$ cat src/rtl/seq_bit_serializer_pkg.sv
// Shared definitions for the bit serializer: state encoding and counter sizing.
package seq_bit_serializer_pkg;

  // State encodings are fixed so the detector bench can decode them.
  typedef enum logic [1:0] {
    IDLE  = 2'b00,
    SHIFT = 2'b01,
    GAP   = 2'b10
  } state_t;

  // Bit-counter width for a given word width (room for data bits plus parity).
  function automatic int cnt_width(input int width);
    return $clog2(width + 2);
  endfunction

endpackage

$ cat src/rtl/ser_shift_reg.sv
// WIDTH-bit load / shift-left register; msb is the bit that leaves next.
module ser_shift_reg #(
  parameter int WIDTH = 20
) (
  input  logic             clk,
  input  logic             reset,
  input  logic             load,
  input  logic             shift,
  input  logic [WIDTH-1:0] d,
  output logic             msb
);

  logic [WIDTH-1:0] q;

  // Load has priority over shift; zeros enter at the LSB.
  always_ff @(posedge clk) begin
    // NOTE: this register is reset even though it holds datapath bits, so a
    // reset mid-frame leaves no stale word behind to leak onto bit_out.
    if (reset) begin
      q <= '0;
    end else if (load) begin
      q <= d;
    end else if (shift) begin
      q <= {q[WIDTH-2:0], 1'b0};
    end
  end

  assign msb = q[WIDTH-1];

endmodule

$ cat src/rtl/seq_bit_serializer.sv
// Parallel-to-serial feeder for the pattern detector: accepts a word over
// valid/ready and emits it MSB-first with framing strobes and an optional
// idle gap. Define SER_PARITY_EN to append an even-parity bit to each frame.
module seq_bit_serializer
  import seq_bit_serializer_pkg::*;
#(
  parameter int WIDTH      = 20,
  parameter int GAP_CYCLES = 0
) (
  input  logic             clk,
  input  logic             reset,
  input  logic [WIDTH-1:0] in_data,
  input  logic             in_valid,
  output logic             in_ready,
  output logic             bit_out,
  output logic             bit_valid,
  output logic             word_start,
  output logic             word_last,
  output logic             busy,
  output logic [15:0]      word_count
);

  localparam int CNT_W = cnt_width(WIDTH);
`ifdef SER_PARITY_EN
  localparam int FL = WIDTH + 1;
  // Bit index at which the parity bit is emitted.
  localparam logic [CNT_W-1:0] PAR_IDX = CNT_W'(WIDTH);
`else
  localparam int FL = WIDTH;
`endif
  localparam logic [CNT_W-1:0] LAST_IDX = CNT_W'(FL - 1);
  localparam logic [CNT_W-1:0] CNT_ONE  = CNT_W'(1);
  localparam bit               HAS_GAP  = (GAP_CYCLES > 0);
  localparam logic [7:0]       GAP_LAST = HAS_GAP ? 8'(GAP_CYCLES - 1) : 8'd0;

  state_t           state, state_d;
  logic [CNT_W-1:0] bit_cnt, bit_cnt_d, nxt_cnt;
  logic [7:0]       gap_cnt, gap_cnt_d;
  logic             last_bit, accept, load, shift, count_inc;
  logic             bit_out_d, bit_valid_d, word_start_d, word_last_d;
  logic             sreg_msb;
  logic [WIDTH-1:0] load_word;
`ifdef SER_PARITY_EN
  logic             par_q;
`endif

  assign last_bit = (state == SHIFT) && (bit_cnt == LAST_IDX);
  assign nxt_cnt  = bit_cnt + CNT_ONE;

  // A new word is only taken when idle, or back-to-back on the last bit
  // when no gap is configured.
  assign in_ready = (state == IDLE) || (!HAS_GAP && last_bit);
  assign accept   = in_valid && in_ready;

  // The first bit goes straight to bit_out on load, so the register keeps
  // only the remaining bits, already shifted once.
  assign load_word = {in_data[WIDTH-2:0], 1'b0};

  ser_shift_reg #(
    .WIDTH (WIDTH)
  ) u_sreg (
    .clk   (clk),
    .reset (reset),
    .load  (load),
    .shift (shift),
    .d     (load_word),
    .msb   (sreg_msb)
  );

  // Next-state and next-output logic.
  always_comb begin
    // NOTE: every signal gets a default first so no path leaves one
    // unassigned, which would otherwise infer a latch.
    state_d      = state;
    bit_cnt_d    = bit_cnt;
    gap_cnt_d    = gap_cnt;
    load         = 1'b0;
    shift        = 1'b0;
    count_inc    = 1'b0;
    bit_out_d    = 1'b0;
    bit_valid_d  = 1'b0;
    word_start_d = 1'b0;
    word_last_d  = 1'b0;

    unique case (state)
      IDLE: begin
        state_d = IDLE;
      end
      SHIFT: begin
        if (last_bit) begin
          count_inc = 1'b1;
          gap_cnt_d = 8'd0;
          state_d   = HAS_GAP ? GAP : IDLE;
        end else begin
          bit_cnt_d   = nxt_cnt;
          bit_valid_d = 1'b1;
          word_last_d = (nxt_cnt == LAST_IDX);
`ifdef SER_PARITY_EN
          if (nxt_cnt == PAR_IDX) begin
            bit_out_d = par_q;
          end else begin
            bit_out_d = sreg_msb;
            shift     = 1'b1;
          end
`else
          bit_out_d = sreg_msb;
          shift     = 1'b1;
`endif
        end
      end
      GAP: begin
        if (gap_cnt == GAP_LAST) begin
          state_d = IDLE;
        end else begin
          gap_cnt_d = gap_cnt + 8'd1;
        end
      end
      default: begin
        state_d = IDLE;
      end
    endcase

    // An accepted word starts a frame, from IDLE or back-to-back.
    if (accept) begin
      state_d      = SHIFT;
      bit_cnt_d    = '0;
      load         = 1'b1;
      bit_out_d    = in_data[WIDTH-1];
      bit_valid_d  = 1'b1;
      word_start_d = 1'b1;
    end
  end

  // State, counters and registered outputs.
  always_ff @(posedge clk) begin
    // NOTE: sequential state uses non-blocking assignments so every register
    // samples pre-edge values regardless of statement order.
    if (reset) begin
      state      <= IDLE;
      bit_cnt    <= '0;
      gap_cnt    <= 8'd0;
      bit_out    <= 1'b0;
      bit_valid  <= 1'b0;
      word_start <= 1'b0;
      word_last  <= 1'b0;
      busy       <= 1'b0;
      word_count <= 16'd0;
    end else begin
      state      <= state_d;
      bit_cnt    <= bit_cnt_d;
      gap_cnt    <= gap_cnt_d;
      bit_out    <= bit_out_d;
      bit_valid  <= bit_valid_d;
      word_start <= word_start_d;
      word_last  <= word_last_d;
      busy       <= (state_d != IDLE);
      if (count_inc) begin
        word_count <= word_count + 16'd1;
      end
    end
  end

`ifdef SER_PARITY_EN
  // Even parity of the loaded word, emitted after the data bits.
  always_ff @(posedge clk) begin
    if (reset) begin
      par_q <= 1'b0;
    end else if (load) begin
      par_q <= ^in_data;
    end
  end
`endif

endmodule

$ cat config.mk
export PLATFORM = sky130hd
export DESIGN_NAME = seq_bit_serializer
export DESIGN_NICKNAME = d
export VERILOG_FILES = /design/src/rtl/seq_bit_serializer_pkg.sv /design/src/rtl/ser_shift_reg.sv /design/src/rtl/seq_bit_serializer.sv
export SDC_FILE = /design/constraint.sdc
export NUM_CORES = 1
export LEC_CHECK = 0
export ABC_CLOCK_PERIOD_IN_PS = 2600
export CAP_MARGIN = 40
export CORE_MARGIN = 3
export CORE_UTILIZATION = 60
export CTS_BUF_LIST = sky130_fd_sc_hd__clkbuf_8 sky130_fd_sc_hd__clkbuf_16
export DETAILED_ROUTE_END_ITERATION = 12
export DONT_BUFFER_PORTS = 1
export GPL_ROUTABILITY_DRIVEN = 0
export PLACE_DENSITY_LB_ADDON = 0.1
export SLEW_MARGIN = 20
export SYNTH_ARGS = -nofsm -noshare
export SYNTH_HDL_FRONTEND = slang
export SYNTH_HIERARCHICAL = 1
export SYNTH_SLANG_ARGS = --single-unit
$ cat constraint.sdc
create_clock -name clk -period 2.6 [get_ports clk]
set_input_delay 0.52 -clock clk [delete_from_list [all_inputs] [get_ports clk]]
set_output_delay 0.52 -clock clk [all_outputs]
set_load 0.03 [all_outputs]
== Word-level counts from Yosys, hierarchy flattened ==
Cells that the tools add are included.

* Flip-flop bits (word level): 55
* Input port bits: 23
* Output and inout port bits: 22
* Logic and storage cells: 51

* Add/subtract/negate cells: 3
* Equal/unequal tests: 6
* Muxes and demuxes: 18
* Bitwise gates (word level): 2
* Reductions and logical operators: 12

{| class="wikitable"
|+ Operators by type and width
! kind !! count
|-
| $mux W20 || 2
|-
| $add A16 B1 Y16 const B || 1
|-
| $mux W8 || 2
|-
| $pmux W8 S2 || 1
|-
| $eq A5 B5 Y1 const B || 2
|-
| $mux W1 || 9
|-
| $add A8 B1 Y8 const B || 1
|-
| $logic_not A8 Y1 || 1
|-
| $mux W2 || 3
|-
| $reduce_bool A2 Y1 || 3
|-
| $add A5 B1 Y5 const B || 1
|-
| $ne A2 B2 Y1 const B || 2
|-
| $pmux W2 S2 || 1
|-
| $reduce_and A3 Y1 || 1
|-
| $reduce_or A3 Y1 || 1
|-
| $eq A2 B1 Y1 const B || 1
|-
| $eq A2 B2 Y1 const B || 1
|-
| $logic_and A1 B1 Y1 || 2
|-
| $logic_not A2 Y1 || 1
|-
| $not A1 Y1 || 2
|-
| $reduce_and A2 Y1 || 1
|-
| $reduce_or A2 Y1 || 1
|-
| $logic_or A1 B1 Y1 || 1
|}

== Longest topological paths before layout ==
Gate-level depths: netlist of run 1.

* Depth in word-level cells: 6
* Gate-level depth with buffers: 9
* Mapped depth without buffers: 7

== Modules after synthesis ==
Netlist of run 1, hierarchy kept.

{| class="wikitable"
|+ Modules (own cells, without submodules)
! module !! instances !! cells an instance !! area each (um2) !! sequential area each (um2)
|-
| seq_bit_serializer || 1 || 208 || 1791.7 || 720.7
|-
| ser_shift_reg || 1 || 88 || 915.9 || 400.4
|}

== Worst setup path before layout of run 1 ==
No wires, ideal clock.

* Path type: reg-to-reg
* Start: register bit_cnt[0]
* End: register u_sreg.q[10]
* Setup time: 0.138 ns
* Data arrival time: 2.008 ns
* Setup slack: 0.455 ns
* Stages on the path, launching flop included: 9
* Cell sequence: dfxtp_1 > ha_1 > and4bb_2 > buf_6 > a31oi_1 > inv_1 > inv_2 > buf_1 > a211oi_1

* Word-level cells in the longest chain between the ends: 6
* Elaborated cells between the ends (all ways): 9
* Those cells by class: eq/ne: 1; mux: 4; reduce/logical: 4

{| class="wikitable"
|+ Ends and longest elaborated chain
! item !! RTL line !! RTL
|-
| start: declaration || seq_bit_serializer.sv:37 || <nowiki>logic [CNT_W-1:0] bit_cnt, bit_cnt_d, nxt_cnt;</nowiki>
|-
| start signal: assignment || seq_bit_serializer.sv:150 || <nowiki>bit_cnt <= bit_cnt_d;</nowiki>
|-
| $eq A5 B5 Y1 * || seq_bit_serializer.sv:47 || <nowiki>assign last_bit = (state == SHIFT) && (bit_cnt == LAST_IDX);</nowiki>
|-
| $logic_and A1 B1 Y1 * || seq_bit_serializer.sv:47 ||
|-
| $logic_or A1 B1 Y1 * || seq_bit_serializer.sv:52 || <nowiki>assign in_ready = (state == IDLE) || (!HAS_GAP && last_bit);</nowiki>
|-
| $logic_and A1 B1 Y1 * || seq_bit_serializer.sv:53 || <nowiki>assign accept = in_valid && in_ready;</nowiki>
|-
| named net accept || seq_bit_serializer.sv:39 || <nowiki>logic last_bit, accept, load, shift, count_inc;</nowiki>
|-
| $mux W1 * || seq_bit_serializer.sv:124 || <nowiki>if (accept) begin</nowiki>
|-
| $mux W20 or $reduce_bool A2 Y1 (tied branches) || -- ||
|-
| end signal: assignment || ser_shift_reg.sv:24 || <nowiki>q <= {q[WIDTH-2:0], 1'b0};</nowiki>
|-
| end: declaration || ser_shift_reg.sv:13 || <nowiki>logic [WIDTH-1:0] q;</nowiki>
|}

The timed path passes the listed nets; every way through them passes the cells marked *.
A chain may end at the register's enable or synchronous reset.

== Final worst setup path of run 1 ==
* Start: register bit_cnt[0]
* End: output port in_ready

* Word-level cells in the longest chain between the ends: 3

{| class="wikitable"
|+ Ends and longest elaborated chain
! item !! RTL line !! RTL
|-
| $eq A5 B5 Y1 || seq_bit_serializer.sv:47 ||
|-
| $logic_and A1 B1 Y1 || seq_bit_serializer.sv:47 ||
|-
| $logic_or A1 B1 Y1 || seq_bit_serializer.sv:52 ||
|-
| end: declaration || seq_bit_serializer.sv:14 || <nowiki>output logic in_ready,</nowiki>
|}

No other way between the ends.

==> flow_metrics.py, run 1 <==
metrics = {
    "outcome": {
        "status": "complete, no violations",
    },
    "logic_synthesis": {
        "syn_inst": 296,
        "ys_seq_area_share_pct": 41.4,
        "synth_seq_cells": 56,
        "ys_types": 43,
        "synth.net_count": 327,
        "syn_avg_cell_area_um2": 9.15,
        "yosysWarnings": 6,
        "synth_area_um2": 2710,
    },
    "floorplanning": {
        "start_util_pct": 64.9,
        "coreArea_um2": 4170,
        "die_area_um2": 5350,
        "rows": 23,
        "die_w_um": 73.2,
        "io_pins": 45,
        "die_h_um": 73.2,
    },
    "global_routing": {
        "first_global_vias": 1942,
        "grt_pass1_wl_um": 8720,
        "grt-ovfl-total": 0,
        "gr-usage-all-layers_pct": 20.5,
        "grt_max_degree": 49,
        "antenna_found_initial": 0,
    },
    "route": {
        "final_antenna_net_count": 0,
        "drt_iter0_drc": 65,
        "wl_um": 5160,
        "wl_per_cell_um": 14.9,
        "drc": 0,
        "vias": 2096,
        "viasPerCell": 6.04,
        "first_pass_iters": 4,
    },
    "clock_tree": {
        "cts.sinks": 56,
        "clk-insertion-delay-late_ns": 0.31,
        "cts_tree": "built",
        "postCtsSetupBuffers": 0,
        "root_buffer": "clkbuf_8",
        "clk_path_buf_depth": 2,
        "numCtsBuffers": 5,
        "h-tree-depth": 2,
        "path_clk_slew_ns": 0.10,
    },
    "run": {
        "max-cap-violations": 0,
    },
    "finish": {
        "areaGrowthSynthToFinish_pct": 5.59,
        "mostFrequentLayoutCells": "dfxtp_1, a211oi_1, nor2b_1",
        "nets": 327,
        "n_antenna_cell": 0,
        "final_common_cell": "dfxtp_1",
        "fin_util_pct": 68.5,
        "drive_gt1_share_pct": 7.41,
    },
    "placement": {
        "port_buffers": 0,
        "hpwl_um": 3560,
    },
    "timing": {
        "final.setup.tns_ns": 0,
        "max_freq_mhz": 428,
        "hold_violations": 0,
        "slew_headroom_pct": 64.7,
        "min_period_over_period_pct": 90.0,
        "finalSetupViolations": 0,
        "finClkSkew_ns": 0.00805,
        "finalCriticalPeriod_ns": 2.34,
        "maxSlewViolCount": 0,
        "rsz0062_at_grt": "false",
        "tightestPinTransition_ns": 0.529,
    },
    "power_and_ir_drop": {
        "powerDensity_nw_per_um2": 559,
        "p_leak_nw": 0.983,
        "peakVddDrop_mv": 0.377,
    },
    "worst_setup_path": {
        "criticalPathCategory": "reg -> out",
        "worst_ep_arrival_time_ns": 1.82,
        "crit_fanout": 9,
        "r2r_cells": 5,
        "r2r_start": "bit_cnt[0]$_SDFFE_PP0P_",
        "cp-endpoint": "in_ready",
        "cp-start-kind": "flop",
        "required_ns": 2.08,
        "critPathCaptureType": "primary output",
        "reg2reg_slack_ns": 0.40,
        "startpoint": "bit_cnt[0]$_SDFFE_PP0P_",
        "r2r-end": "word_count[13]$_SDFFE_PP0P_",
    },
    "worst_hold_path": {
        "min_path_type": "in -> reg",
    },
}
## metal layers
metal	global-route usage, %	up-vias	part of all wire (%)
li1	-	1071	-
met1	25.2	977	45
met2	34.9	41	49
met3	5.37	7	5.4
met4	5.94	0	1.2
met5	0	-	0
## area by class of cell
class | count | area (um^2)
Fill cell | 345 | 1310
Inverter | 11 | 41.3
Clock inverter | 3 | 42.5
Timing Repair Buffer | 8 | 60.1
Tap cell | 50 | 62.6
Multi-Input combinational cell | 214 | 1460
Clock buffer | 5 | 68.8
Sequential cell | 56 | 1120
## per-stage QoR
| stage | hold slack [ns] | power (mW) | setup slack (ns) | cell area [um^2] | std cells |
|---|---|---|---|---|---|
| after floorplan | 0.447 | 1.04 | 0.455 | 2710 | 296 |
| after global placement | 0.468 | 1.04 | 0.438 | 2750 | 339 |
| after detailed placement | 0.469 | 1.05 | 0.301 | 2750 | 339 |
| after CTS | 0.259 | 1.61 | 0.252 | 2860 | 347 |
| after global routing | 0.243 | 1.67 | 0.120 | 2860 | 347 |
| final | 0.267 | 1.60 | 0.261 | 2860 | 347 |
## how the worst min path moves through the flow
stage | startpoint | to | cells past startpoint
detailed placement | u_sreg/q[19]$_SDFFE_PP0P_ | bit_out$_SDFF_PP0_ | 2
global placement | u_sreg/q[19]$_SDFFE_PP0P_ | bit_out$_SDFF_PP0_ | 2
finish | reset | u_sreg/q[8]$_SDFFE_PP0P_ | 1
CTS | reset | bit_out$_SDFF_PP0_ | 1
global route | reset | u_sreg/q[15]$_SDFFE_PP0P_ | 1
floorplan | u_sreg/q[19]$_SDFFE_PP0P_ | bit_out$_SDFF_PP0_ | 2
## worst max-delay path, stage by stage, from the launching register on
cell,delay [ns]
dfxtp_1,0.40
ha_1,0.28
and4bb_2,0.38
nand2_1,0.13
nand2b_1,0.32
## power breakdown
| group | internal, mW | switching, mW |
|---|---|---|
| Sequential | 0.890 | 0.0241 |
| Clock | 0.288 | 0.283 |
| Combinational | 0.0516 | 0.0625 |
## flip-flops by register name, summed over array words and instances, names as in the netlist, 2 cells and up
signal,flops
state,2
bit_cnt,5
word_count,16
gap_cnt,8
u_sreg/q,20
## repair_timing
action / in CTS / in global routing
hold buffers: 0 / 0
setup endpoints to repair: 0 / 3
resized for setup: 0 / 1
## Yosys cell counts (all sizes together)
master	instances	area (um^2)
a211oi	21	158
a21boi	4	30.0
a21o	1	7.51
a21oi	16	80.1
a22oi	1	7.51
a311oi	1	8.76
a31oi	5	31.3
and2	2	12.5
and3	4	30.0
and4	2	17.5
and4bb	1	12.5
buf	8	56.3
clkbuf	7	26.3
conb	1	3.75
dfxtp	56	1120
ha	8	100
inv	11	41.3
mux2i	20	200
nand2	13	48.8
nand2b	5	31.3
nand3	13	65.1
nand4	7	43.8
nand4bb	1	11.3
nor2	16	60.1
nor2b	21	131
nor3	5	25.0
nor3b	1	7.51
nor4	3	18.8
o21ai	5	25.0
o22ai	1	6.26
o31ai	7	52.6
or2	1	6.26
or3	5	31.3
or3b	1	8.76
or4	9	71.3
or4b	1	13.8
xnor2	5	43.8
xor2	7	61.3
## cell families after synthesis
| group | after synthesis | share of synthesized area [%] |
|---|---|---|
| AOI/OAI and AO/OA | 62 | 15.0 |
| xor gates and xnor gates | 12 | 3.88 |
| adders and majority gates | 8 | 3.70 |
| buffers and inverters | 26 | 4.57 |
| DFF | 56 | 41.4 |
| muxes | 20 | 7.39 |
| other | 1 | 0.138 |
| and+or+nand+nor | 111 | 23.9 |
No activity file was read; power rests on OpenSTA's default activity.
==> inputs of run 2 (changes only) <==
Settings changed: REMOVE_ABC_BUFFERS set to 1, SLEW_MARGIN 20 to not set.
==> run 2 against run 1 <==
Net effect:
- cell area decreased by 1.0%
- final cell count decreased by 0.29%
- via count decreased by 0.62%
- critical path depth unchanged
- critical path type unchanged
==> flow_metrics.py, run 2 (synthesized netlist as in run 1, its figures left out) <==
metrics = {
    "outcome": {
        "status": "complete, no violations",
    },
    "route": {
        "drc": 0,
        "wl_per_cell_um": 14.3,
        "wl_um": 4960,
        "drt_iter0_drc": 97,
        "vias": 2083,
        "viasPerCell": 6.02,
        "final_antenna_net_count": 0,
        "first_pass_iters": 4,
    },
    "worst_setup_path": {
        "required_ns": 2.08,
        "crit_fanout": 9,
        "worst_ep_arrival_time_ns": 1.81,
        "criticalPathCategory": "reg -> out",
        "cp-start-kind": "flop",
        "critPathCaptureType": "primary output",
        "r2r_cells": 7,
    },
    "placement": {
        "hpwl_um": 3490,
        "dp_cells": 338,
        "port_buffers": 0,
        "placed_area_um2": 2740,
    },
    "floorplanning": {
        "coreArea_um2": 4170,
        "start_util_pct": 64.9,
        "die_h_um": 73.2,
        "die_area_um2": 5350,
        "die_w_um": 73.2,
        "io_pins": 45,
        "rows": 23,
    },
    "global_routing": {
        "gr-usage-all-layers_pct": 19.9,
        "grt_pass1_wl_um": 8580,
        "grt_max_degree": 49,
        "grt-ovfl-total": 0,
        "antenna_found_initial": 0,
        "first_global_vias": 1970,
    },
    "finish": {
        "largestRegisters": "u_sreg/q (20), word_count (16), gap_cnt (8)",
        "n_antenna_cell": 0,
        "stdcell_area_um2": 2830,
        "layoutNonFillerInstCount": 346,
        "nets": 326,
        "drive_gt1_share_pct": 6.42,
        "areaGrowthSynthToFinish_pct": 4.53,
        "top_register": "u_sreg/q",
        "mostFrequentLayoutCells": "dfxtp_1, a211oi_1, nor2b_1",
        "largest_reg_flops": 20,
        "final_common_cell": "dfxtp_1",
    },
    "timing": {
        "finalCriticalPeriod_ns": 2.33,
        "maxSlewViolCount": 0,
        "final.setup.tns_ns": 0,
        "min_period_over_period_pct": 89.6,
        "rsz0062_at_grt": "false",
        "finalSetupViolations": 0,
        "finClkSkew_ns": 0.00841,
        "slew_headroom_pct": 63.6,
        "hold_violations": 0,
        "max_freq_mhz": 429,
        "tightestPinTransition_ns": 0.547,
    },
    "run": {
        "max-cap-violations": 0,
    },
    "power_and_ir_drop": {
        "powerDensity_nw_per_um2": 529,
        "p_leak_nw": 0.974,
        "peakVddDrop_mv": 0.318,
    },
    "clock_tree": {
        "h-tree-depth": 2,
        "root_buffer": "clkbuf_8",
        "clk_path_buf_depth": 2,
        "clk-insertion-delay-late_ns": 0.30,
        "path_clk_slew_ns": 0.10,
        "cts_resized": 0,
        "cts_hold_buf": 0,
        "postCtsSetupBuffers": 0,
        "cts.sinks": 56,
        "cts_tree": "built",
        "numCtsBuffers": 5,
    },
    "worst_hold_path": {
        "holdPathStages": 1,
        "min_path_type": "in -> reg",
    },
}
-- run 2: final timing paths --
kind	startpoint	to	slack, ns
min	reset	gap_cnt[1]$_SDFFE_PP0P_	0.28
max	bit_cnt[0]$_SDFFE_PP0P_	in_ready	0.27
min reg2reg	u_sreg/q[19]$_SDFFE_PP0P_	bit_out$_SDFF_PP0_	0.47
max reg2reg	bit_cnt[0]$_SDFFE_PP0P_	u_sreg/q[0]$_SDFFE_PP0P_	0.42
-- run 2: power by group --
| group | switching, mW | internal [mW] |
|---|---|---|
| Clock | 0.258 | 0.210 |
| Combinational | 0.0619 | 0.0528 |
| Sequential | 0.0239 | 0.890 |
| Total | 0.344 | 1.15 |
-- run 2: final cells by class --
type	instances	area, um^2
Timing Repair Buffer	7	52.6
Sequential cell	56	1120
Multi-Input combinational cell	214	1460
Tap cell	50	62.6
Clock buffer	6	82.6
Clock inverter	2	7.51
Fill cell	367	1340
Inverter	11	41.3
-- run 2: metal layers --
layer	GRT usage (%)	routed length, um	vias up
met2	33.4	2370	47
met5	0	0	-
met1	24.7	2250	962
li1	-	-	1070
met3	5.37	293	4
met4	5.94	48	0
-- run 2: worst max-delay path, stage by stage, from the launching register on --
cell and delay (ns):
dfxtp_1 0.39, ha_1 0.27, and4bb_2 0.38, nand2_1 0.14, nand2b_1 0.33
-- run 2: metrics by stage --
step | util (%) | worst slack, ns | hold slack [ns] | power [mW]
2_1_floorplan | - | 0.448 | 0.441 | 1.02
3_3_place_gp | 65.7 | 0.507 | 0.464 | 1.05
3_5_place_dp | 65.7 | 0.429 | 0.470 | 1.05
4_1_cts | 67.8 | 0.230 | 0.270 | 1.51
5_1_grt | 67.8 | 0.140 | 0.261 | 1.57
6_report | 67.8 | 0.270 | 0.279 | 1.50
==> inputs of run 3 (changes only) <==
Settings changed: CORE_UTILIZATION 60 to 40.
==> run 3 against run 2 <==
Net effect:
- utilization down 23 points
- register-to-register slack lost 0.06 ns
- first-iteration DRC count is 25% lower
- setup slack worse by 0.0078 ns
- clock skew decreased by 0.0028 ns
- clock power grew 19%
- largest power group unchanged
- highest routed layer unchanged
==> flow_metrics.py, run 3 (synthesized netlist as in run 1, its figures left out) <==
metrics = {
    "outcome": {
        "status": "complete, no violations",
    },
    "worst_setup_path": {
        "worst_ep_arrival_time_ns": 1.82,
        "critPathCaptureType": "primary output",
        "criticalPathCategory": "reg -> out",
        "r2r_cells": 7,
        "reg2reg_slack_ns": 0.36,
        "cp-start-kind": "flop",
        "r2r_start": "bit_cnt[0]$_SDFFE_PP0P_",
        "r2r-end": "u_sreg/q[18]$_SDFFE_PP0P_",
        "crit_fanout": 9,
        "required_ns": 2.08,
    },
    "finish": {
        "largestRegisters": "u_sreg/q (20), word_count (16), gap_cnt (8)",
        "nets": 329,
        "fin_util_pct": 45.0,
        "areaGrowthSynthToFinish_pct": 7.26,
        "mostFrequentLayoutCells": "dfxtp_1, a211oi_1, nor2b_1",
        "final_common_cell": "dfxtp_1",
        "n_antenna_cell": 0,
        "top_register": "u_sreg/q",
        "stdcell_area_um2": 2900,
        "drive_gt1_share_pct": 7.69,
        "largest_reg_flops": 20,
        "layoutNonFillerInstCount": 376,
    },
    "power_and_ir_drop": {
        "peakVddDrop_mv": 0.211,
        "powerDensity_nw_per_um2": 547,
        "p_leak_nw": 0.994,
    },
    "placement": {
        "hpwl_um": 3590,
        "placed_area_um2": 2800,
        "port_buffers": 0,
        "dp_cells": 368,
    },
    "clock_tree": {
        "root_buffer": "clkbuf_8",
        "h-tree-depth": 2,
        "cts_resized": 0,
        "cts.sinks": 56,
        "postCtsSetupBuffers": 0,
        "cts_tree": "built",
        "clk-insertion-delay-late_ns": 0.31,
        "path_clk_slew_ns": 0.10,
        "clk_path_buf_depth": 2,
        "numCtsBuffers": 5,
        "cts_hold_buf": 0,
    },
    "worst_hold_path": {
        "min_to": "u_sreg/q[12]$_SDFFE_PP0P_",
        "holdPathStages": 1,
        "worstHoldStart": "reset",
        "min_path_type": "in -> reg",
    },
    "timing": {
        "finClkSkew_ns": 0.00563,
        "min_period_over_period_pct": 89.9,
        "final.setup.tns_ns": 0,
        "slew_headroom_pct": 65.1,
        "maxSlewViolCount": 0,
        "max_freq_mhz": 428,
        "finalCriticalPeriod_ns": 2.34,
        "finalSetupViolations": 0,
        "tightestPinTransition_ns": 0.524,
        "rsz0062_at_grt": "false",
        "hold_violations": 0,
    },
    "floorplanning": {
        "coreArea_um2": 6460,
        "die_area_um2": 7790,
        "die_w_um": 88.3,
        "die_h_um": 88.3,
        "rows": 29,
        "start_util_pct": 41.9,
        "io_pins": 45,
    },
    "global_routing": {
        "gr-usage-all-layers_pct": 14.4,
        "grt-ovfl-total": 0,
        "antenna_found_initial": 0,
        "grt_pass1_wl_um": 9090,
        "first_global_vias": 1985,
        "grt_max_degree": 49,
    },
    "route": {
        "drt_iter0_drc": 73,
        "viasPerCell": 5.41,
        "vias": 2036,
        "wl_um": 5240,
        "first_pass_iters": 4,
        "wl_per_cell_um": 13.9,
        "final_antenna_net_count": 0,
        "drc": 0,
    },
    "run": {
        "max-cap-violations": 0,
    },
}
[run 3: cell count changes in the layout (fill, tap and decap cells not counted), sizes merged]
cell,change
inv,-1
bufinv,+1
buf,+3
clkbuf,-1
clkinv,+1
[run 3: layout make-up]
cell class              count  area (um^2)
fillers                   660         3550
multi-input cells         214         1460
flip-flops and latches     56         1120
well taps                  77         96.3
repair buffers             10         75.1
clock buffers               5         68.8
inverters                  11         41.3
clock inverters             3         38.8
[run 3: worst max-delay path by stage]
stage,start,endpoint,slack (ns),depth (start not counted)
after detailed placement,bit_cnt[0]$_SDFFE_PP0P_,u_sreg/q[13]$_SDFFE_PP0P_,0.35,7
after global routing,bit_cnt[1]$_SDFFE_PP0P_,in_ready,0.12,4
after CTS,bit_cnt[0]$_SDFFE_PP0P_,in_ready,0.23,4
after global placement,bit_cnt[0]$_SDFFE_PP0P_,u_sreg/q[16]$_SDFFE_PP0P_,0.45,7
final,bit_cnt[0]$_SDFFE_PP0P_,in_ready,0.26,4
after floorplan,bit_cnt[0]$_SDFFE_PP0P_,u_sreg/q[0]$_SDFFE_PP0P_,0.45,6
[run 3: where the power goes]
group | leakage [nW] | switching (mW) | internal (mW)
registers | 0.457 | 0.0236 | 0.890
logic | 0.478 | 0.0626 | 0.0528
clock network | 0.0593 | 0.276 | 0.283
[run 3: per-layer routing]
metal  global-route usage [%]  part of all wire (%)
met1                     18.4                    49
met2                     23.5                    45
met3                     4.84                   5.9
met4                     3.71                  0.92
met5                        0                     0
[run 3: critical path, cell delays in order (launching register included)]
cell and delay [ns]:
dfxtp_1 0.39, ha_1 0.27, and4bb_2 0.38, nand2_1 0.14, nand2b_1 0.33
[run 3: per-stage QoR]
stage	total power, mW	hold WS [ns]	worst slack, ns
after global routing	1.67	0.243	0.121
after detailed placement	1.05	0.475	0.354
final	1.59	0.271	0.262
after CTS	1.62	0.248	0.228
after floorplan	1.02	0.441	0.448
after global placement	1.05	0.467	0.446
